--- config.mk ---
export PLATFORM = sky130hd
export DESIGN_NAME = answer_check
export DESIGN_NICKNAME = d
export VERILOG_FILES = /design/src/rtl/answer_check_pkg.sv /design/src/rtl/sort3_desc.sv /design/src/rtl/answer_check.sv
export SDC_FILE = /design/constraint.sdc
export NUM_CORES = 1
export LEC_CHECK = 0
export ABC_AREA = 0
export CORE_MARGIN = 8
export CORE_UTILIZATION = 50
export DETAILED_ROUTE_END_ITERATION = 7
export GPL_ROUTABILITY_DRIVEN = 0
export GPL_TIMING_DRIVEN = 0
export PLACE_DENSITY_LB_ADDON = 0.1
export SLEW_MARGIN = 20
export SYNTH_ARGS = -nofsm -noshare
export SYNTH_HDL_FRONTEND = slang
export SYNTH_HIERARCHICAL = 1
export SYNTH_SLANG_ARGS = --single-unit
--- constraint.sdc ---
create_clock -name CLK -period 4.9 [get_ports CLK]
set_clock_uncertainty 0.2 [all_clocks]
set_input_delay 0.49 -clock CLK [delete_from_list [all_inputs] [get_ports CLK]]
set_output_delay 0.49 -clock CLK [all_outputs]
set_load 0.03 [all_outputs]
--- src/rtl/answer_check_pkg.sv ---
// ============================================================================
//  Module      : answer_check_pkg
//  Description : Shared types, digit constants and the saturating BCD
//                increment used by the answer checker.
//  Revision    : 1.0 - initial release
// ============================================================================
`default_nettype none

package answer_check_pkg;

    localparam int c_DIGIT_W    = 4;
    localparam int c_NUM_DIGITS = 3;

    typedef enum logic [1:0] {
        S_IDLE  = 2'd0,
        S_ENTRY = 2'd1,
        S_JUDGE = 2'd2,
        S_SHOW  = 2'd3
    } state_t;

    // Two-digit BCD increment that holds at 99.
    function automatic logic [7:0] bcd_inc_sat(input logic [7:0] v);
        logic [7:0] r;
        if (v == 8'h99)
            r = v;
        else if (v[3:0] == 4'd9)
            r = {v[7:4] + 4'd1, 4'd0};
        else
            r = {v[7:4], v[3:0] + 4'd1};
        return r;
    endfunction

endpackage

`default_nettype wire

--- src/rtl/sort3_desc.sv ---
// ============================================================================
//  Module      : sort3_desc
//  Description : Combinational three-comparator network ordering three
//                digits largest-first.
//  Revision    : 1.0 - initial release
// ============================================================================
`default_nettype none

module sort3_desc
    import answer_check_pkg::*;
(
    input  logic [c_DIGIT_W-1:0] i_a,
    input  logic [c_DIGIT_W-1:0] i_b,
    input  logic [c_DIGIT_W-1:0] i_c,
    output logic [c_DIGIT_W-1:0] o_x,
    output logic [c_DIGIT_W-1:0] o_y,
    output logic [c_DIGIT_W-1:0] o_z
);

    logic [c_DIGIT_W-1:0] w_hi1, w_lo1, w_mid2, w_lo2;

    always_comb begin
        // (a,b), then (lo,c), then (hi,mid)
        w_hi1  = (i_a >= i_b) ? i_a : i_b;
        w_lo1  = (i_a >= i_b) ? i_b : i_a;
        w_mid2 = (w_lo1 >= i_c) ? w_lo1 : i_c;
        w_lo2  = (w_lo1 >= i_c) ? i_c : w_lo1;
        o_x    = (w_hi1 >= w_mid2) ? w_hi1 : w_mid2;
        o_y    = (w_hi1 >= w_mid2) ? w_mid2 : w_hi1;
        o_z    = w_lo2;
    end

endmodule

`default_nettype wire

--- src/rtl/answer_check.sv ---
// ============================================================================
//  Module      : answer_check
//  Description : Three-digit answer entry and judgement FSM with BCD score.
//                Define ORDER_FREE_EN to accept any permutation of factors.
//  Revision    : 1.0 - initial release
// ============================================================================
`default_nettype none

module answer_check
    import answer_check_pkg::*;
#(
    parameter int SHOW_CYCLES = 25000000,
    parameter int MAX_TRIES   = 3
) (
    input  logic        CLK,
    input  logic        RST,
    input  logic [23:0] QUESTION,
    input  logic        Q_VALID,
    input  logic [3:0]  KEY_DIGIT,
    input  logic        KEY_VALID,
    input  logic        KEY_CLR,
    output logic [11:0] Q_DISP,
    output logic [11:0] ENTRY,
    output logic        BUSY,
    output logic        CORRECT,
    output logic        WRONG,
    output logic        RESULT_OK,
    output logic        RESULT_NG,
    output logic [7:0]  SCORE
);

    localparam int c_SHOW_W = $clog2(SHOW_CYCLES + 1);
    localparam int c_TRY_W  = $clog2(MAX_TRIES + 1);
    localparam logic [c_SHOW_W-1:0] c_SHOW_LAST = c_SHOW_W'(SHOW_CYCLES - 1);
    localparam logic [c_TRY_W-1:0]  c_MAX_TRIES = c_TRY_W'(MAX_TRIES);
    localparam logic [1:0]          c_LAST_POS  = 2'(c_NUM_DIGITS - 1);

    state_t                r_state;
    logic [23:0]           r_question;
    logic [11:0]           r_entry;
    logic [1:0]            r_count;
    logic [c_TRY_W-1:0]    r_tries;
    logic [c_SHOW_W-1:0]   r_show_cnt;
    logic                  r_correct, r_wrong, r_res_ok, r_res_ng;
    logic [7:0]            r_score;

    logic [c_DIGIT_W-1:0]  w_e0, w_e1, w_e2;
    logic                  w_match;

`ifdef ORDER_FREE_EN
    sort3_desc u_sort3_desc (
        .i_a (r_entry[11:8]),
        .i_b (r_entry[7:4]),
        .i_c (r_entry[3:0]),
        .o_x (w_e0),
        .o_y (w_e1),
        .o_z (w_e2)
    );
`else
    assign w_e0 = r_entry[11:8];
    assign w_e1 = r_entry[7:4];
    assign w_e2 = r_entry[3:0];
`endif

    assign w_match = (w_e0 == r_question[11:8]) &&
                     (w_e1 == r_question[7:4])  &&
                     (w_e2 == r_question[3:0]);

    always_ff @(posedge CLK) begin
        if (RST) begin
            r_state    <= S_IDLE;
            r_question <= '0;
            r_entry    <= '0;
            r_count    <= '0;
            r_tries    <= '0;
            r_show_cnt <= '0;
            r_correct  <= 1'b0;
            r_wrong    <= 1'b0;
            r_res_ok   <= 1'b0;
            r_res_ng   <= 1'b0;
            r_score    <= '0;
        end else begin
            r_correct <= 1'b0;
            r_wrong   <= 1'b0;
            case (r_state)
                S_IDLE: begin
                    if (Q_VALID && (QUESTION != 24'd0)) begin
                        r_question <= QUESTION;
                        r_entry    <= '0;
                        r_count    <= '0;
                        r_tries    <= '0;
                        r_state    <= S_ENTRY;
                    end
                end
                S_ENTRY: begin
                    if (KEY_CLR) begin
                        r_entry <= '0;
                        r_count <= '0;
                    end else if (KEY_VALID && (KEY_DIGIT <= 4'd9)) begin
                        case (r_count)
                            2'd0:    r_entry[11:8] <= KEY_DIGIT;
                            2'd1:    r_entry[7:4]  <= KEY_DIGIT;
                            default: r_entry[3:0]  <= KEY_DIGIT;
                        endcase
                        r_count <= r_count + 2'd1;
                        if (r_count == c_LAST_POS)
                            r_state <= S_JUDGE;
                    end
                end
                S_JUDGE: begin
                    r_state    <= S_SHOW;
                    r_show_cnt <= c_SHOW_LAST;
                    if (w_match) begin
                        r_correct <= 1'b1;
                        r_res_ok  <= 1'b1;
                        r_score   <= bcd_inc_sat(r_score);
                    end else begin
                        r_wrong  <= 1'b1;
                        r_res_ng <= 1'b1;
                        r_tries  <= r_tries + 1'b1;
                    end
                end
                default: begin
                    if (r_show_cnt == '0) begin
                        r_res_ok <= 1'b0;
                        r_res_ng <= 1'b0;
                        if (r_res_ok || (r_tries == c_MAX_TRIES)) begin
                            r_state <= S_IDLE;
                        end else begin
                            // Retry: the player starts the triple over.
                            r_state <= S_ENTRY;
                            r_entry <= '0;
                            r_count <= '0;
                        end
                    end else begin
                        r_show_cnt <= r_show_cnt - 1'b1;
                    end
                end
            endcase
        end
    end

    assign Q_DISP    = r_question[23:12];
    assign ENTRY     = r_entry;
    assign BUSY      = (r_state != S_IDLE);
    assign CORRECT   = r_correct;
    assign WRONG     = r_wrong;
    assign RESULT_OK = r_res_ok;
    assign RESULT_NG = r_res_ng;
    assign SCORE     = r_score;

endmodule

`default_nettype wire

; ---- Word level (Yosys, flattened, before mapping)
; Index checks and enable logic that the tools add are counted.
[totals]
ff_bits = 79
output_inout_bits = 37
inputBits = 33
wordCells = 108
[op_classes]
eq_ne = 22
mux = 34
n_bitwise = 3
reduce_logical = 29
addsub = 5
order_cmp = 1
[ops]
columns = cell, count
row1 = two-way mux 12 bit, 5
row2 = one-hot mux 25 bit (2 select lines), 1
row3 = one-hot mux 12 bit (3 select lines), 1
row4 = zero test 25 bit, 1
row5 = two-way mux 25 bit, 1
row6 = subtractor 25 x 1 -> 25 bit (second input constant), 1
row7 = nonzero test 24 bit, 1
row8 = two-way mux 2 bit, 11
row9 = AND reduction 6 bit, 3
row10 = two-way mux 4 bit, 4
row11 = equality test 4 bit, 3
row12 = != test 2 bit (second input constant), 6
row13 = one-hot mux 2 bit (3 select lines), 2
row14 = AND reduction 3 bit, 4
row15 = AND reduction 5 bit, 2
row16 = adder 4 x 1 -> 4 bit (second input constant), 2
row17 = equality test 8 bit (second input constant), 1
row18 = equality test 2 bit (second input constant), 3
row19 = two-way mux 1 bit, 6
row20 = != test 3 x 2 -> 1 bit (second input constant), 2
row21 = != test 3 bit (second input constant), 2
row22 = nonzero test 2 bit, 3
row23 = OR reduction 2 bit, 3
row24 = adder 2 x 1 -> 2 bit (second input constant), 2
row25 = 15 further kinds, 24

; ---- Logic depth before layout (Yosys ltp)
; Gate-level depths: netlist of the first run.
[depth]
depth_word = 6
mapped_depth = 9
ltp_nobuf = 7

; ---- Least setup slack after synthesis of the first run
; No wires, ideal clock.
[synth_timing]
path_kind = input-to-reg
startpoint = in QUESTION[17]
endpoint = reg r_question[0]
setup_slack_ps = 2477
arrival_time_ps = 2095
path_stages = 7
n_path_buf = 2
cell_sequence = or4_1 or2_1 o211ai_1 buf_2 buf_6 mux2i_1 nor2_1
[synth_between]
elab_chain_len = 3
[synth_rtl]
columns = element, line
row1 = start: declaration, answer_check.sv:17  ; input logic [23:0] QUESTION,
row2 = nonzero test 24 bit, answer_check.sv:87  ; if (Q_VALID && (QUESTION != 24'd0)) begin
row3 = logical AND 1 bit, answer_check.sv:87
row4 = AND reduction 2 bit (no line), --
row5 = end signal: assignment, answer_check.sv:72  ; r_question <= '0;
row6 = end signal: assignment, answer_check.sv:88  ; r_question <= QUESTION;
row7 = end: declaration, answer_check.sv:39  ; logic [23:0] r_question;
; No other way between the ends.
; A chain may end at the register's enable or synchronous reset.

; ---- Worst setup path in the final report of the first run
[layout_timing]
startpoint = in QUESTION[23]
endpoint = reg r_question[19]
; The elaborated chain is that of the path after synthesis.

==> results of run 1 <==
[layer usage]
metal / GRT usage (%) / vias to the layer above / wire (um)
met1: 28.09 / 1951 / 5504
met3: 4.846 / 13 / 973
met2: 32.41 / 155 / 5575
met5: 0 / - / 0
li1: - / 2019 / -
met4: 5.689 / 0 / 82
[layout make-up]
class                   count  area, sq um  share of cell area [%]
multi-input cells         362         2515                   47.13
inverters                  15        56.30                   1.055
repair buffers             68        680.7                   12.75
clock buffers               9        123.9                   2.321
flip-flops and latches     79         1582                   29.64
clock inverters             7        55.05                   1.032
plain buffers              31        188.9                   3.540
well taps                 108        135.1                   2.532
[logic make-up after synthesis]
group | synth area share [%]
AOI/OAI and AO/OA | 17.35
xor gates and xnor gates | 2.421
adders and majority gates | 3.458
buffers and inverters | 5.648
DFF | 36.43
muxes | 5.764
and+or+nand+nor | 28.93
[worst max path at each step]
stage	start	to	slack [ps]
after floorplan	QUESTION[17]	r_question[0]	2480
after global placement	QUESTION[23]	r_question[4]	1800
after detailed placement	QUESTION[23]	r_question[19]	1730
after CTS	QUESTION[23]	r_question[19]	2120
after global routing	QUESTION[23]	r_question[3]	1930
final	QUESTION[23]	r_question[19]	2110
[flip-flops by register name, indices dropped and copies added (netlist names)]
signal,count
CORRECT,1
WRONG,1
r_tries,2
r_count,2
SCORE,8
r_question,24
RESULT_NG,1
ENTRY,12
r_show_cnt,25
RESULT_OK,1
r_state,2
[worst reg2reg max path, cell delays in order (launching register included)]
cell and delay, ps:
sky130_fd_sc_hd__dfxtp_1 390, sky130_fd_sc_hd__inv_1 80, sky130_fd_sc_hd__ha_1 270, sky130_fd_sc_hd__or2_2 290
sky130_fd_sc_hd__clkbuf_1 180, sky130_fd_sc_hd__nor2_1 320, sky130_fd_sc_hd__o21ai_2 230, sky130_fd_sc_hd__nor2_1 400
sky130_fd_sc_hd__a221o_1 230
[layout by cell type, fill, tap and decap left out, types with 4 or more instances in the layout]
master and n:
sky130_fd_sc_hd__a211o_1 4, sky130_fd_sc_hd__a21o_1 4, sky130_fd_sc_hd__a21oi_1 19, sky130_fd_sc_hd__a221o_1 6
sky130_fd_sc_hd__a22o_1 8, sky130_fd_sc_hd__a31oi_1 10, sky130_fd_sc_hd__and2_1 6, sky130_fd_sc_hd__buf_4 13
sky130_fd_sc_hd__clkbuf_1 11, sky130_fd_sc_hd__clkbuf_8 9, sky130_fd_sc_hd__clkdlybuf4s50_1 68, sky130_fd_sc_hd__dfxtp_1 79
sky130_fd_sc_hd__ha_1 12, sky130_fd_sc_hd__inv_1 15, sky130_fd_sc_hd__mux2i_1 25, sky130_fd_sc_hd__nand2_1 25
sky130_fd_sc_hd__nand3_1 17, sky130_fd_sc_hd__nand4_1 14, sky130_fd_sc_hd__nor2_1 51, sky130_fd_sc_hd__nor2b_1 4
sky130_fd_sc_hd__nor3_1 7, sky130_fd_sc_hd__nor4_1 19, sky130_fd_sc_hd__nor4_2 4, sky130_fd_sc_hd__nor4b_1 4
sky130_fd_sc_hd__o211ai_1 9, sky130_fd_sc_hd__o21a_1 4, sky130_fd_sc_hd__o21ai_0 11, sky130_fd_sc_hd__o311ai_1 4
sky130_fd_sc_hd__o31ai_1 4, sky130_fd_sc_hd__or3_1 9, sky130_fd_sc_hd__or4_1 18, sky130_fd_sc_hd__or4b_1 7
sky130_fd_sc_hd__xnor2_1 4, sky130_fd_sc_hd__xor2_1 8
[power groups by stage]
stage               Combinational (mW)  Sequential (mW)  Clock, mW
global route                      2.21            0.983      0.486
global placement                  1.93            0.964          0
CTS                               1.99            0.956      0.458
finish                            2.02            0.961      0.454
floorplan                         1.52            0.937          0
detailed placement                1.98            0.971          0
[per-stage QoR]
step | setup WS [ps] | power (mW) | utilization (%) | area (sq um) | std cells
finish | 2107 | 3.436 | 62.41 | 5336 | 679
global route | 1930 | 3.681 | 62.41 | 5336 | 679
CTS | 2119 | 3.401 | 62.41 | 5336 | 679
detailed placement | 1728 | 2.946 | 60.32 | 5157 | 663
global placement | 1805 | 2.895 | 60.32 | 5157 | 663
floorplan | 2477 | 2.456 | - | 4342 | 487
==> results_dict.tcl, run 1 <==
set metrics [dict create \
    final.setup.tns_ps 0 \
    synth.most_common_cell "sky130_fd_sc_hd__dfxtp_1" \
    routed_wl_um 12140 \
    power.static_leakage_nw 2.078 \
    path_cells "clkdlybuf4s50_1 -> nor4_1 -> nand4_1 -> o211ai_1 -> buf_2 -> buf_6 -> mux2i_1 -> nor2_1" \
    async_reset_ff_share_pct 0 \
    cp_slowest_cell "sky130_fd_sc_hd__nor4_1" \
    cp_data_required_time_ps 4950 \
    cts_repair_resized_insts 0 \
    ctsHoldBuffers 0 \
    wl_per_cell_um 17.87 \
    mapped_cells 487 \
    cts_made_buffers 9 \
    gr-total-overflow 0 \
    synth_area_per_cell_sq_um 8.915 \
    power.switching_fraction_pct 48.36 \
    chipWidth_um 109.2 \
    ys_seq_elements 79 \
    cp_slowest_stage_delay_ps 570 \
    vias_per_cell 6.094 \
    timing.hold.ws_ps 301.1 \
    cts_tree "yes" \
    clock_latency_ps 370 \
    core-area_sq_um 8551 \
    power.share.sequential_pct 28.0 \
    initial_utilization_pct 50.78 \
    layout.nets 611 \
    end_point_of_the_worst_hold_path "SCORE[7]" \
    ys_seq_area_share_pct 36.43 \
    post-route-min-period_ps 2793 \
    timing.fmax_mhz 358.0 \
    worstMarginPinSlew_ps 680.9 \
    post_cts_buffers 0 \
    htree_levels 3 \
    mappedNetlistArea_sq_um 4342 \
    clk_pin_slew_ps 90 \
    first_pass_iters 5 \
    max_cap_violations 0 \
    antenna_found_initial 0 \
    post_synth_most_frequent_cells "sky130_fd_sc_hd__dfxtp_1, sky130_fd_sc_hd__nor2_1, sky130_fd_sc_hd__mux2i_1, sky130_fd_sc_hd__nand2_1" \
    drive_above_1_share_pct 8.932 \
    timing.reg2reg.setup_slack_ps 2260 \
    first_global_vias 4017 \
    power_density_nw_per_um2 643.9 \
    top_level_ports 70 \
    grt_first_pass_wirelength_um 19780 \
    maximum_number_of_pins_on_one_net_before_global_route_repair 16 \
    syn-num-nets 532 \
    chipHeight_um 109.2 \
    r2r-end "r_show_cnt[9]" \
    route.vias.total 4138 \
    detail_route.drc_violations 0 \
    final_hold_violations 0 \
    unique_cell_type_count_in_the_yosys_netlist 66 \
    grt.total_usage_pct 20.77 \
    ys_top_cells_by_area "sky130_fd_sc_hd__dfxtp_1, sky130_fd_sc_hd__mux2i_1, sky130_fd_sc_hd__nor2_1" \
    ys.flop_type "sky130_fd_sc_hd__dfxtp_1" \
    slew_headroom_pct 54.61 \
    cts_num_sinks 79 \
    min_delay_path_depth 2 \
    slew_viol_final 0 \
    diodes 0 \
    syn_to_final_growth_pct 22.91 \
    total_of_endpoints_with_negative_setup_slack_in_the_final_report 0 \
    clock_power_share_pct 13.2 \
    final_hpwl_dp_um 9335 \
    design.die.area_sq_um 11920 \
    worstHoldStart "SCORE[7]" \
    r2r.worst_path.cells 8 \
    synth_warnings 6 \
    row_count 34 \
    rr_startpoint "r_state[0]" \
    cts.root.buffer_cell "sky130_fd_sc_hd__clkbuf_8" \
    maximum_net_fanout_on_the_critical_path 10 \
    timing.final.crit_share_pct 57.00 \
    synthDominantAreaCellType "sky130_fd_sc_hd__dfxtp_1" \
    run_status "completed" \
    n_fill_cell 775 \
    synth_edf_count 0 \
    power.net_switching_mw 1.662 \
    kind_of_end_point_of_the_critical_path "register" \
    critical_path_class "in2reg" \
    power_frac_comb_pct 58.8 \
    hold_class "reg2reg" \
    synth_largest_type_area_fraction_pct 36.43 \
    detailedRoute.firstIterationViolations 273 \
    postRouteAntennaNets 0 \
    worst_path_dominant_cell_family "simple AND/OR/NAND/NOR gates" \
    peak_vdd_ir_mv 0.3216 \
    buffer_ports.inserted 68 \
    crit_path_arrival_time_ps 2840 \
    rsz0062_at_grt "no" \
    crit_path_start_kind "primary input" \
    critical_path_buf_inv_count 3 \
    critical_path_depth 8 \
    cts.path.max_buffers 2 \
    p_int_mw 1.775 \
]
(Power assumes the default switching activity.)
==> run 2: changes to the inputs <==
--- a/config.mk
+++ b/config.mk
@@ -7,7 +7,7 @@
 export LEC_CHECK = 0
 export ABC_AREA = 0
 export CORE_MARGIN = 8
-export CORE_UTILIZATION = 50
+export CORE_UTILIZATION = 49
 export DETAILED_ROUTE_END_ITERATION = 7
 export GPL_ROUTABILITY_DRIVEN = 0
 export GPL_TIMING_DRIVEN = 0
==> constraint.sdc (replaced) <==
create_clock -name CLK -period 2.3 [get_ports CLK]
set_clock_uncertainty 0.2 [all_clocks]
set_input_delay 0.23 -clock CLK [delete_from_list [all_inputs] [get_ports CLK]]
set_output_delay 0.23 -clock CLK [all_outputs]
set_load 0.03 [all_outputs]
==> results_dict.tcl, run 2 (synthesis gave the netlist of run 1 again) <==
set metrics [dict create \
    antenna_found_initial 0 \
    report.power.total_mw 9.445 \
    top_level_ports 70 \
    buffer_ports.inserted 68 \
    detailedRoute.firstIterationViolations 379 \
    first_global_vias 4206 \
    timing.fmax_mhz 413.5 \
    layout.nets 647 \
    p_int_mw 5.101 \
    clock_latency_ps 360 \
    mostFrequentLayoutCells "sky130_fd_sc_hd__dfxtp_1, sky130_fd_sc_hd__clkdlybuf4s50_1, sky130_fd_sc_hd__nor2_1" \
    crit_start "r_show_cnt[11]" \
    failed_checks "negative hold slack, negative setup slack" \
    power.switching_fraction_pct 45.99 \
    slew_viol_final 0 \
    max_cap_violations 0 \
    postRouteAntennaNets 0 \
    crit_path_start_kind "register" \
    diodes 0 \
    chipWidth_um 110.1 \
    grt_first_pass_wirelength_um 21000 \
    worst_case_setup_margin_in_the_final_layout_ps -118.4 \
    power_frac_comb_pct 64.4 \
    row_count 34 \
    syn_to_final_growth_pct 41.96 \
    hold_class "in2reg" \
    maximum_net_fanout_on_the_critical_path 6 \
    run_status "finished, violations left" \
    detail_route.drc_violations 0 \
    cp_data_required_time_ps 2350 \
    worstMarginPinSlew_ps 664.8 \
    routed_wl_um 14090 \
    slew_headroom_pct 55.68 \
    final.setup.tns_ps -613.4 \
    max_flop_register "r_show_cnt" \
    flip_flop_count_of_the_largest_register_all_copies_and_words_added 25 \
    first_pass_iters 5 \
    route.vias.total 4492 \
    cts.path.max_buffers 2 \
    rr_startpoint "r_show_cnt[11]" \
    htree_levels 3 \
    layout.cells.most_common "sky130_fd_sc_hd__dfxtp_1" \
    crit_path_arrival_time_ps 2470 \
    cts.root.buffer_cell "sky130_fd_sc_hd__clkbuf_8" \
    grt.total_usage_pct 21.67 \
    power.static_leakage_nw 2.453 \
    kind_of_end_point_of_the_critical_path "register" \
    core-area_sq_um 8678 \
    maximum_number_of_pins_on_one_net_before_global_route_repair 15 \
    worstHoldStart "QUESTION[21]" \
    vias_per_cell 6.283 \
    wl_per_cell_um 19.71 \
    timing.hold.ws_ps -40.31 \
    critical_path_class "reg2reg" \
    clock_power_share_pct 12.7 \
    chipHeight_um 110.1 \
    peak_vdd_ir_mv 0.8838 \
    clk_pin_slew_ps 90 \
    drive_above_1_share_pct 25.04 \
    timing.final.crit_share_pct 105.1 \
    post-route-min-period_ps 2418 \
    gr-total-overflow 0 \
    power.net_switching_mw 4.344 \
    cts_num_sinks 79 \
    initial_utilization_pct 50.03 \
    cts_made_buffers 9 \
    power_density_nw_per_um2 1532 \
    design.die.area_sq_um 12130 \
    final_hold_violations 1 \
    power.share.sequential_pct 22.8 \
    place.detailed.instances 663 \
    final_hpwl_dp_um 9308 \
    final_cell_count_no_fill 715 \
    cts_tree "yes" \
    total_of_endpoints_with_negative_setup_slack_in_the_final_report 11 \
    rsz0062_at_grt "yes" \
]
==> run 2: worst max-delay path, stage by stage, from the launching register on <==
cell and delay [ps]:
sky130_fd_sc_hd__dfxtp_4 360, sky130_fd_sc_hd__or4_4 590, sky130_fd_sc_hd__nor4_4 310, sky130_fd_sc_hd__a21o_1 280
sky130_fd_sc_hd__buf_6 190, sky130_fd_sc_hd__nor4b_4 60, sky130_fd_sc_hd__a311o_1 320
==> run 2: worst paths after layout <==
kind | to | slack (ps) | depth (start not counted)
worst min register to register | r_show_cnt[0] | 280 | 1
worst min-delay path | r_question[21] | -40 | 3
worst max-delay path | r_show_cnt[2] | -120 | 6
worst max register to register | r_show_cnt[2] | -120 | 6
==> run 2: layer usage <==
layer | vias up | wire (um) | track usage [%]
li1 | 2090 | - | -
met5 | - | 0 | 0
met2 | 213 | 6667 | 34.08
met4 | 0 | 280 | 7.612
met1 | 2159 | 6097 | 28.42
met3 | 30 | 1046 | 5.174
==> run 2: area by class of cell <==
class / instances / area (sq um)
Multi-Input combinational cell: 362 / 2874
Fill cell: 666 / 2515
Sequential cell: 79 / 1603
Timing Repair Buffer: 107 / 1057
Buffer: 28 / 207.7
Clock buffer: 10 / 137.6
Tap cell: 108 / 135.1
Clock inverter: 6 / 92.59
Inverter: 15 / 56.30
==> run 2: repair_timing <==
item | in CTS | in global routing
hold buffers | 0 | 2
pin swaps | 20 | 35
setup buffers | 14 | 19
gates cloned | 1 | 3
resized for setup | 46 | 60
endpoints found under the hold margin | 0 | 2
setup endpoints to repair | 67 | 72
==> run 2: power groups by stage <==
stage / sequential, mW / combinational [mW] / clock, mW
3_5_place_dp: 2.06 / 4.20 / 0
4_1_cts: 2.10 / 4.81 / 1.21
3_3_place_gp: 2.05 / 4.12 / 0
5_1_grt: 2.19 / 6.48 / 1.26
6_report: 2.16 / 6.09 / 1.20
2_1_floorplan: 2.00 / 3.24 / 0
==> run 2: through the flow <==
stage / util [%] / setup slack (ps) / hold WS, ps / cell area, sq um
after global placement: 59.43 / -536.6 / 279.1 / 5157
after global routing: 71.02 / -180.6 / 15.91 / 6163
after CTS: 65.43 / -29.50 / 222.0 / 5678
after detailed placement: 59.43 / -634.8 / 286.7 / 5157
after floorplan: - / -5.273 / 155.7 / 4342
final: 71.02 / -118.4 / -40.31 / 6163
